<file path="config.mk">
export PLATFORM = sky130hd
export DESIGN_NAME = axi_rd_burst_gen_flat
export DESIGN_NICKNAME = d
export VERILOG_FILES = /design/src/rtl/axi_rd_burst_gen_pkg.sv /design/src/rtl/axi_rd_burst_gen_if.sv /design/src/rtl/axi_rd_burst_gen_len.sv /design/src/rtl/axi_rd_burst_gen.sv /design/src/flat_wrapper.sv
export SDC_FILE = /design/constraint.sdc
export NUM_CORES = 1
export LEC_CHECK = 0
export CAP_MARGIN = 20
export CORE_ASPECT_RATIO = 0.5
export CORE_MARGIN = 1.5
export CORE_UTILIZATION = 55
export CTS_BUF_LIST = sky130_fd_sc_hd__clkbuf_2 sky130_fd_sc_hd__clkbuf_4 sky130_fd_sc_hd__clkbuf_8
export DETAILED_ROUTE_END_ITERATION = 10
export MAX_ROUTING_LAYER = met4
export PLACE_DENSITY_LB_ADDON = 0.2
export REMOVE_ABC_BUFFERS = 1
export SYNTH_ARGS = -nofsm -noshare
export SYNTH_HDL_FRONTEND = slang
export SYNTH_HIERARCHICAL = 1
export SYNTH_SLANG_ARGS = --single-unit
export TNS_END_PERCENT = 50
</file>
<file path="constraint.sdc">
create_clock -name clk -period 11.3 [get_ports clk]
set_input_delay 2.26 -clock clk [delete_from_list [all_inputs] [get_ports clk]]
set_output_delay 2.26 -clock clk [all_outputs]
set_load 0.05 [all_outputs]
</file>
<file path="src/rtl/axi_rd_burst_gen_pkg.sv">
// Shared constants, state encoding and a width helper for the read burst generator.
package axi_rd_gen_pkg;

    localparam logic [1:0] AXI_BURST_INCR = 2'b01;
    localparam int         AXI_4K         = 4096;

    typedef enum logic [1:0] {
        IDLE,
        ISSUE,
        DRAIN
    } rd_gen_state_t;

    // Ceiling log2, used to derive arsize from the bus byte width.
    function automatic int clog2(input int value);
        int r;
        int v;
        r = 0;
        v = value - 1;
        while (v > 0) begin
            r = r + 1;
            v = v >> 1;
        end
        return r;
    endfunction

endpackage

</file>
<file path="src/rtl/axi_rd_burst_gen_if.sv">
// AXI4 read-only bus: AR and R channels with master/slave views.
interface axi_bus_rd_t #(
    parameter int ADDR_W = 32,
    parameter int DATA_W = 64,
    parameter int ID_W   = 4
);
    logic              arvalid;
    logic              arready;
    logic [ADDR_W-1:0] araddr;
    logic [7:0]        arlen;
    logic [2:0]        arsize;
    logic [1:0]        arburst;
    logic [ID_W-1:0]   arid;

    logic              rvalid;
    logic              rready;
    logic [DATA_W-1:0] rdata;
    logic [1:0]        rresp;
    logic              rlast;

    modport master (
        output arvalid, araddr, arlen, arsize, arburst, arid, rready,
        input  arready, rvalid, rdata, rresp, rlast
    );

    modport slave (
        input  arvalid, araddr, arlen, arsize, arburst, arid, rready,
        output arready, rvalid, rdata, rresp, rlast
    );
endinterface

</file>
<file path="src/rtl/axi_rd_burst_gen_len.sv">
// Combinational burst length: smallest of remaining beats, the burst cap and
// the beats left before the next 4 KB page boundary.
module burst_len_calc
    import axi_rd_gen_pkg::*;
#(
    parameter int LEN_WIDTH     = 32,
    parameter int MAX_BURST_LEN = 64,
    parameter int BPB_LOG2      = 3
) (
    input  logic [11:0]          page_off,
    input  logic [LEN_WIDTH-1:0] rem,
    output logic [8:0]           blen
);
    localparam int CW = (LEN_WIDTH > 13) ? LEN_WIDTH : 13;

    logic [12:0]   page_beats;
    logic [CW-1:0] cap;
    logic [CW-1:0] rem_x;

    // Clamp against page room first, then against what is left to issue.
    always_comb begin
        page_beats = (13'(AXI_4K) - {1'b0, page_off}) >> BPB_LOG2;
        cap        = (CW'(page_beats) < CW'(MAX_BURST_LEN)) ? CW'(page_beats) : CW'(MAX_BURST_LEN);
        rem_x      = CW'(rem);
        blen       = 9'((rem_x < cap) ? rem_x : cap);
    end
endmodule

</file>
<file path="src/rtl/axi_rd_burst_gen.sv">
// Splits one linear read command into INCR bursts and streams the read data out.
module axi_rd_burst_gen
    import axi_rd_gen_pkg::*;
#(
    parameter int MAX_BURST_LEN   = 64,
    parameter int MAX_OUTSTANDING = 8,
    parameter int LEN_WIDTH       = 32,
    parameter int AXI_ID          = 0,
    parameter int ADDR_W          = 32,
    parameter int DATA_W          = 64,
    parameter int ID_W            = 4
) (
    input  logic                 clk,
    input  logic                 rst,
    input  logic                 cmd_valid,
    output logic                 cmd_ready,
    input  logic [ADDR_W-1:0]    cmd_addr,
    input  logic [LEN_WIDTH-1:0] cmd_beats,
    axi_bus_rd_t.master          m_axi,
    output logic [DATA_W-1:0]    dout_data,
    output logic                 dout_last,
    output logic                 dout_valid,
    input  logic                 dout_ready,
    output logic                 busy,
    output logic                 done,
    output logic                 err
);
    localparam int BPB      = DATA_W / 8;
    localparam int BPB_LOG2 = clog2(BPB);
    localparam int OUT_W    = clog2(MAX_OUTSTANDING) + 1;

    rd_gen_state_t        state;
    logic                 cmd_ready_q;
    logic                 arvalid_q;
    logic                 done_q;
    logic                 err_q;
    logic [ADDR_W-1:0]    araddr_q;
    logic [7:0]           arlen_q;
    logic [8:0]           blen_q;
    logic [LEN_WIDTH-1:0] ar_rem;
    logic [LEN_WIDTH-1:0] r_rem;
    logic [OUT_W-1:0]     outstanding;

    logic                 accept;
    logic                 ar_hs;
    logic                 ar_free;
    logic                 r_hs;
    logic                 out_dec;
    logic                 out_room;
    logic                 ar_load;
    logic [ADDR_W-1:0]    addr_nxt;
    logic [LEN_WIDTH-1:0] ar_rem_nxt;
    logic [LEN_WIDTH-1:0] r_rem_nxt;
    logic [OUT_W-1:0]     out_nxt;
    logic [11:0]          calc_off;
    logic [LEN_WIDTH-1:0] calc_rem;
    logic [8:0]           blen_nxt;

    // Next-state arithmetic; the length calculator sees the command in IDLE
    // and the post-handshake address/remainder while issuing, so ARs can go
    // out back to back.
    always_comb begin
        accept     = cmd_valid && cmd_ready_q;
        ar_hs      = arvalid_q && m_axi.arready;
        ar_free    = !arvalid_q || m_axi.arready;
        r_hs       = m_axi.rvalid && dout_ready;
        out_dec    = r_hs && m_axi.rlast && (outstanding != '0);
        addr_nxt   = ar_hs ? (araddr_q + (ADDR_W'(blen_q) << BPB_LOG2)) : araddr_q;
        ar_rem_nxt = ar_hs ? (ar_rem - LEN_WIDTH'(blen_q)) : ar_rem;
        r_rem_nxt  = (r_hs && (r_rem != '0)) ? (r_rem - LEN_WIDTH'(1)) : r_rem;
        out_nxt    = outstanding + OUT_W'(ar_hs) - OUT_W'(out_dec);
        out_room   = out_nxt < OUT_W'(MAX_OUTSTANDING);
        calc_off   = (state == IDLE) ? cmd_addr[11:0] : addr_nxt[11:0];
        calc_rem   = (state == IDLE) ? cmd_beats : ar_rem_nxt;
        ar_load    = (state == IDLE) ? accept : ((state == ISSUE) && ar_free);
    end

    burst_len_calc #(
        .LEN_WIDTH     (LEN_WIDTH),
        .MAX_BURST_LEN (MAX_BURST_LEN),
        .BPB_LOG2      (BPB_LOG2)
    ) u_len (
        .page_off (calc_off),
        .rem      (calc_rem),
        .blen     (blen_nxt)
    );

    // AR payload registers; only reloaded when no stalled request is pending.
    always_ff @(posedge clk) begin
        if (ar_load) begin
            araddr_q <= (state == IDLE) ? cmd_addr : addr_nxt;
            arlen_q  <= 8'(blen_nxt - 9'd1);
            blen_q   <= blen_nxt;
        end
    end

    // Control FSM: command accept, AR issue under the outstanding cap, drain.
    always_ff @(posedge clk) begin
        if (rst) begin
            state       <= IDLE;
            cmd_ready_q <= 1'b0;
            arvalid_q   <= 1'b0;
            done_q      <= 1'b0;
            err_q       <= 1'b0;
            ar_rem      <= '0;
            r_rem       <= '0;
            outstanding <= '0;
        end else begin
            done_q      <= 1'b0;
            r_rem       <= r_rem_nxt;
            outstanding <= out_nxt;
            if (r_hs && ((m_axi.rresp != 2'b00) || (r_rem == '0))) begin
                err_q <= 1'b1;
            end
            case (state)
                IDLE: begin
                    cmd_ready_q <= 1'b1;
                    if (accept) begin
                        cmd_ready_q <= 1'b0;
                        ar_rem      <= cmd_beats;
                        r_rem       <= cmd_beats;
                        err_q       <= 1'b0;
                        if (cmd_beats == '0) begin
                            done_q <= 1'b1;
                        end else begin
                            state     <= ISSUE;
                            arvalid_q <= out_room;
                        end
                    end
                end
                ISSUE: begin
                    ar_rem <= ar_rem_nxt;
                    if (ar_free) begin
                        if (ar_rem_nxt == '0) begin
                            arvalid_q <= 1'b0;
                            state     <= DRAIN;
                        end else begin
                            arvalid_q <= out_room;
                        end
                    end
                end
                DRAIN: begin
                    if ((r_rem_nxt == '0) && (out_nxt == '0)) begin
                        done_q      <= 1'b1;
                        cmd_ready_q <= 1'b0;
                        state       <= IDLE;
                    end
                end
                default: state <= IDLE;
            endcase
        end
    end

    assign m_axi.arvalid = arvalid_q;
    assign m_axi.araddr  = araddr_q;
    assign m_axi.arlen   = arlen_q;
    assign m_axi.arsize  = 3'(BPB_LOG2);
    assign m_axi.arburst = AXI_BURST_INCR;
    assign m_axi.arid    = ID_W'(AXI_ID);
    assign m_axi.rready  = dout_ready;

    assign dout_valid = m_axi.rvalid;
    assign dout_data  = m_axi.rdata;
    assign dout_last  = m_axi.rvalid && (r_rem == LEN_WIDTH'(1));
    assign cmd_ready  = cmd_ready_q;
    assign busy       = (state != IDLE);
    assign done       = done_q;
    assign err        = err_q;
endmodule

</file>
<file path="src/flat_wrapper.sv">
// flat-port wrapper written by rule: the top's interface ports become plain ports
module axi_rd_burst_gen_flat import axi_rd_gen_pkg::*;
#(
    parameter int MAX_BURST_LEN   = 64,
    parameter int MAX_OUTSTANDING = 8,
    parameter int LEN_WIDTH       = 32,
    parameter int AXI_ID          = 0,
    parameter int ADDR_W          = 32,
    parameter int DATA_W          = 64,
    parameter int ID_W            = 4
)
  (clk, rst, cmd_valid, cmd_ready, cmd_addr, cmd_beats, dout_data, dout_last, dout_valid, dout_ready, busy, done, err, m_axi_arvalid, m_axi_araddr, m_axi_arlen, m_axi_arsize, m_axi_arburst, m_axi_arid, m_axi_rready, m_axi_arready, m_axi_rvalid, m_axi_rdata, m_axi_rresp, m_axi_rlast);
  axi_bus_rd_t #(.ADDR_W(ADDR_W), .DATA_W(DATA_W), .ID_W(ID_W)) m_axi_i ();
  input  logic clk;
  input  logic rst;
  input  logic cmd_valid;
  output logic cmd_ready;
  input  logic [ADDR_W-1:0] cmd_addr;
  input  logic [LEN_WIDTH-1:0] cmd_beats;
  output logic [DATA_W-1:0] dout_data;
  output logic dout_last;
  output logic dout_valid;
  input  logic dout_ready;
  output logic busy;
  output logic done;
  output logic err;
  output wire logic [$bits(m_axi_i.arvalid)-1:0] m_axi_arvalid;
  output wire logic [$bits(m_axi_i.araddr)-1:0] m_axi_araddr;
  output wire logic [$bits(m_axi_i.arlen)-1:0] m_axi_arlen;
  output wire logic [$bits(m_axi_i.arsize)-1:0] m_axi_arsize;
  output wire logic [$bits(m_axi_i.arburst)-1:0] m_axi_arburst;
  output wire logic [$bits(m_axi_i.arid)-1:0] m_axi_arid;
  output wire logic [$bits(m_axi_i.rready)-1:0] m_axi_rready;
  input wire logic [$bits(m_axi_i.arready)-1:0] m_axi_arready;
  input wire logic [$bits(m_axi_i.rvalid)-1:0] m_axi_rvalid;
  input wire logic [$bits(m_axi_i.rdata)-1:0] m_axi_rdata;
  input wire logic [$bits(m_axi_i.rresp)-1:0] m_axi_rresp;
  input wire logic [$bits(m_axi_i.rlast)-1:0] m_axi_rlast;
  assign m_axi_arvalid = m_axi_i.arvalid;
  assign m_axi_araddr = m_axi_i.araddr;
  assign m_axi_arlen = m_axi_i.arlen;
  assign m_axi_arsize = m_axi_i.arsize;
  assign m_axi_arburst = m_axi_i.arburst;
  assign m_axi_arid = m_axi_i.arid;
  assign m_axi_rready = m_axi_i.rready;
  assign m_axi_i.arready = m_axi_arready;
  assign m_axi_i.rvalid = m_axi_rvalid;
  assign m_axi_i.rdata = m_axi_rdata;
  assign m_axi_i.rresp = m_axi_rresp;
  assign m_axi_i.rlast = m_axi_rlast;
  axi_rd_burst_gen #(.MAX_BURST_LEN(MAX_BURST_LEN), .MAX_OUTSTANDING(MAX_OUTSTANDING), .LEN_WIDTH(LEN_WIDTH), .AXI_ID(AXI_ID), .ADDR_W(ADDR_W), .DATA_W(DATA_W), .ID_W(ID_W)) u_core (.clk(clk), .rst(rst), .cmd_valid(cmd_valid), .cmd_ready(cmd_ready), .cmd_addr(cmd_addr), .cmd_beats(cmd_beats), .m_axi(m_axi_i), .dout_data(dout_data), .dout_last(dout_last), .dout_valid(dout_valid), .dout_ready(dout_ready), .busy(busy), .done(done), .err(err));
endmodule
</file>
==> results.txt <==
Total vias in the final route: 9348
Cell chain of the critical path: clkdlybuf4s50_1 -> and2_1 -> inv_2 -> nand2_1 -> a31oi_1 -> or4_1 -> or3_4 -> o21a_1 -> ha_1 -> a211oi_1 -> nand4_1 -> nor2_1 -> o211ai_2 -> mux2i_1 -> or4_1 -> nor4_1 -> xor2_1
Most common cell in the synthesized netlist: sky130_fd_sc_hd__nor2_1
Critical path's top delay family: simple AND/OR/NAND/NOR gates
Final Hold Viols: 0
MaxCap Viol Count: 0
Most used standard cells in the synthesized netlist: 164 x sky130_fd_sc_hd__nor2_1, 103 x sky130_fd_sc_hd__nand2_1, 77 x sky130_fd_sc_hd__a21oi_1
Post-route worst hold slack: 0.494 ns
Die Ht: 96.2 um
Leakage Power: 0.00393 uW
DRC violation count after routing: 0
Overall routing resource usage: 0.378
Hold Path Class: flop to flop
Reg-to-reg critical path endpoint: u_core/m_axi.arlen[7]$_DFFE_PP_
Clock slew at the register clock pins of the worst setup and hold paths: 0.07 ns
Slowest stage delay, CP: 0.65 ns
H-tree depth: 4
Number of hold buffers added after CTS: 0
FF-to-FF path depth: 16
Cell area after technology mapping: 9560 um2
Synth top area share: 0.155
Initial drt markers: 1018
CP Class: input pin to flop
Ys flop type: sky130_fd_sc_hd__dfxtp_1
Number of synthesized register bits: 123
Number of instances in the synthesized netlist: 1208
Cells resized by post-CTS repair: 0
Clk Latency, worst-skew pair: 0.45 ns
Share of synthesized flip-flops with an asynchronous set or reset: 0
Largest net degree at the start of global routing: 70
Growth of design area from synthesis to finish: 12.2%
Accumulated negative setup slack: 0 ns
Time the worst path needs with I/O delays and setup: 7.82 ns
IO Port Bufs: 120
Final setup vio count: 0
Clock tree root driver cell: sky130_fd_sc_hd__clkbuf_8
Number of buffers created by CTS: 17
Fin Clk Skew: 0.0128 ns
Effective utilization at floorplan: 0.573
Layout cells sized above 1: 0.0622
Hold_sp: u_core/ar_rem[29]$_SDFFE_PP0P_
Number of antenna repair diodes: 0
Worst path required time: 11.48 ns
Die area: 18200 um2
GPL Wtd Cong: 0.943
Number of nets in the layout: 1399
Number of buffer and inverter stages on the critical path: 2
Number of buffers on the longest clock path: 2
Number of antenna-violating nets in the routed design: 0
Transition time at the pin with the least slew margin: 1.07 ns
YS warnings: 6
End point of the most critical hold path: u_core/ar_rem[29]$_SDFFE_PP0P_
Floorplan die width: 189 um
Synth unique cells: 90
# Post-CTS Setup Buffers: 0
Register area share after synthesis: 0.309
Final Worst Setup Slack: 3.48 ns
CTS tree: done
Pwr/cell area: 202 nW/um2
Maximum fanout along the worst path: 37
Share of the cycle needed by the critical path after routing: 0.692
Aggregate global routing overflow: 0
Count of cells along the worst hold path: 2
Crit start category: input pin
Top area cells in the synthesized netlist: sky130_fd_sc_hd__dfxtp_1 15%, sky130_fd_sc_hd__edfxtp_1 15%, sky130_fd_sc_hd__nor2_1 6.4%, sky130_fd_sc_hd__buf_4 6.0%, sky130_fd_sc_hd__xnor2_1 4.6%
Unrepaired setup endpoints after global routing: no
Syn Area/Cell: 7.92 um2
HPWL after DPL: 24200 um
FP Rows: 33
R2R setup slack: 5.39 ns
Dpl ws: 3.18 ns
Wire length of the first global-routing pass: 49800 um
Startpoint of the most critical register-to-register path: u_core/m_axi.arvalid$_SDFFE_PP0P_
Cell type with the largest total area after synthesis: sky130_fd_sc_hd__dfxtp_1
Most frequent cell on the critical path: sky130_fd_sc_hd__or4_1
Core area: 16700 um2
CTS sink count: 123
Post-synth EDFFs: 49
Maximum vdd drop: 0.119 mV
Vias per cell: 6.38
Power Total: 2170 uW
Total Wirelength: 33100 um
Pre-Repair DR Iteration Count: 7
Crit end category: flop
Count of boundary I/O pins: 258
Achievable clock frequency: 0.128 GHz
Final core occ: 0.643
Antenna violations before repair: 0
Max-slew violations: 0
Cell type of the slowest stage on the worst timing path: sky130_fd_sc_hd__clkdlybuf4s50_1
Headroom to the max-slew limit: 0.284
Via count of the first global-routing pass: 8362
Routed length per placed instance: 22.6 um
WP data arrival: 8.00 ns
Run status: finished, final reports clean
[per-layer routing]
metal	vias up	global-route usage	wire, um
li1	4298	-	-
met1	4381	0.468	13900
met2	589	0.524	13200
met3	80	0.205	5320
met4	0	0.109	728
met5	-	-	0
[registers in the layout, summed over array words and instances, names as in the netlist]
register              flops
u_core/ar_rem            32
u_core/err                1
u_core/m_axi.arlen        8
u_core/m_axi.araddr      32
u_core/m_axi.arvalid      1
u_core/cmd_ready          1
u_core/r_rem             32
u_core/state              2
u_core/blen_q             9
u_core/done               1
u_core/outstanding        4
[report_power, final]
group / total (uW) / internal, uW / switching [uW]
Clock: 384 / 194 / 190
Sequential: 683 / 576 / 107
Combinational: 1100 / 400 / 702
Total: 2170 / 1170 / 999
[cell families after synthesis]
| logic type | share of synthesized area |
|---|---|
| AND/OR/NAND/NOR | 0.261 |
| AO/OA/AOI/OAI | 0.190 |
| multiplexers | 0.0116 |
| other | 0.00157 |
| XOR/XNOR | 0.0723 |
| flip-flops | 0.309 |
| adder cells (fa/ha/maj) | 0.0508 |
| buffers and inverters | 0.104 |
[per-stage QoR]
step	cell area, um2	std cells
after floorplan	8770	1076
after global placement	10300	1432
after detailed placement	10300	1432
after CTS	10700	1464
after global routing	10700	1465
final	10700	1465
[cell usage in the layout, fill, tap and decap left out, drive strengths merged, types with 7 or more instances in the layout]
cell type / synthesis / final
nor3: 50 / 50
o21a: 8 / 8
a21o: 9 / 9
nand2b: 10 / 10
dfxtp: 74 / 74
xnor2: 50 / 50
nor2: 164 / 164
nor2b: 10 / 10
inv: 46 / 46
nand4: 17 / 17
clkbuf: 53 / 18
o21ai: 60 / 60
xor2: 29 / 29
o211ai: 8 / 8
conb: 4 / 11
buf: 86 / 11
and2: 12 / 12
ha: 34 / 34
a211oi: 42 / 42
clkdlybuf4s50: 0 / 119
nor4: 35 / 35
and3: 9 / 9
or3: 18 / 18
o22ai: 7 / 7
a21oi: 78 / 78
or4: 8 / 8
clkinv: 0 / 7
a31oi: 9 / 9
mux2i: 10 / 10
nand3: 21 / 21
o31ai: 7 / 7
nand2: 103 / 103
edfxtp: 49 / 49
[area by class of cell]
class                   instances  area, um2
clock buffers                  18        241
clock inverters                14        130
fillers                      1500       5950
inverters                      46        173
multi-input cells             907       5670
flip-flops and latches        123       2950
well taps                     227        284
repair buffers                130       1280
[worst reg2reg max path: stages, from the launching register on]
cell                       delay, ns
sky130_fd_sc_hd__dfxtp_1        0.54
sky130_fd_sc_hd__and2_1         0.54
sky130_fd_sc_hd__inv_2          0.43
sky130_fd_sc_hd__nand2_1        0.17
sky130_fd_sc_hd__a31oi_1        0.12
sky130_fd_sc_hd__or4_1          0.65
sky130_fd_sc_hd__or3_4          0.44
sky130_fd_sc_hd__o21a_1         0.20
sky130_fd_sc_hd__ha_1           0.26
sky130_fd_sc_hd__a211oi_1       0.27
sky130_fd_sc_hd__nand4_1        0.17
sky130_fd_sc_hd__nor2_1         0.32
sky130_fd_sc_hd__o211ai_2       0.33
sky130_fd_sc_hd__mux2i_1        0.28
sky130_fd_sc_hd__or4_1          0.57
sky130_fd_sc_hd__nor4_1         0.25
sky130_fd_sc_hd__xor2_1         0.11
[how the worst max path moves through the flow]
| stage | from | endpoint | cells after the start |
|---|---|---|---|
| floorplan | u_core/state[0]$_SDFFE_PP0P_ | u_core/m_axi.arlen[7]$_DFFE_PP_ | 17 |
| global placement | m_axi_arready | u_core/m_axi.arlen[7]$_DFFE_PP_ | 17 |
| detailed placement | m_axi_arready | u_core/m_axi.arlen[7]$_DFFE_PP_ | 17 |
| CTS | m_axi_arready | u_core/m_axi.arlen[7]$_DFFE_PP_ | 17 |
| global route | m_axi_arready | u_core/m_axi.arlen[7]$_DFFE_PP_ | 17 |
| finish | m_axi_arready | u_core/m_axi.arlen[7]$_DFFE_PP_ | 17 |
No activity file was read; power rests on OpenSTA's default activity.
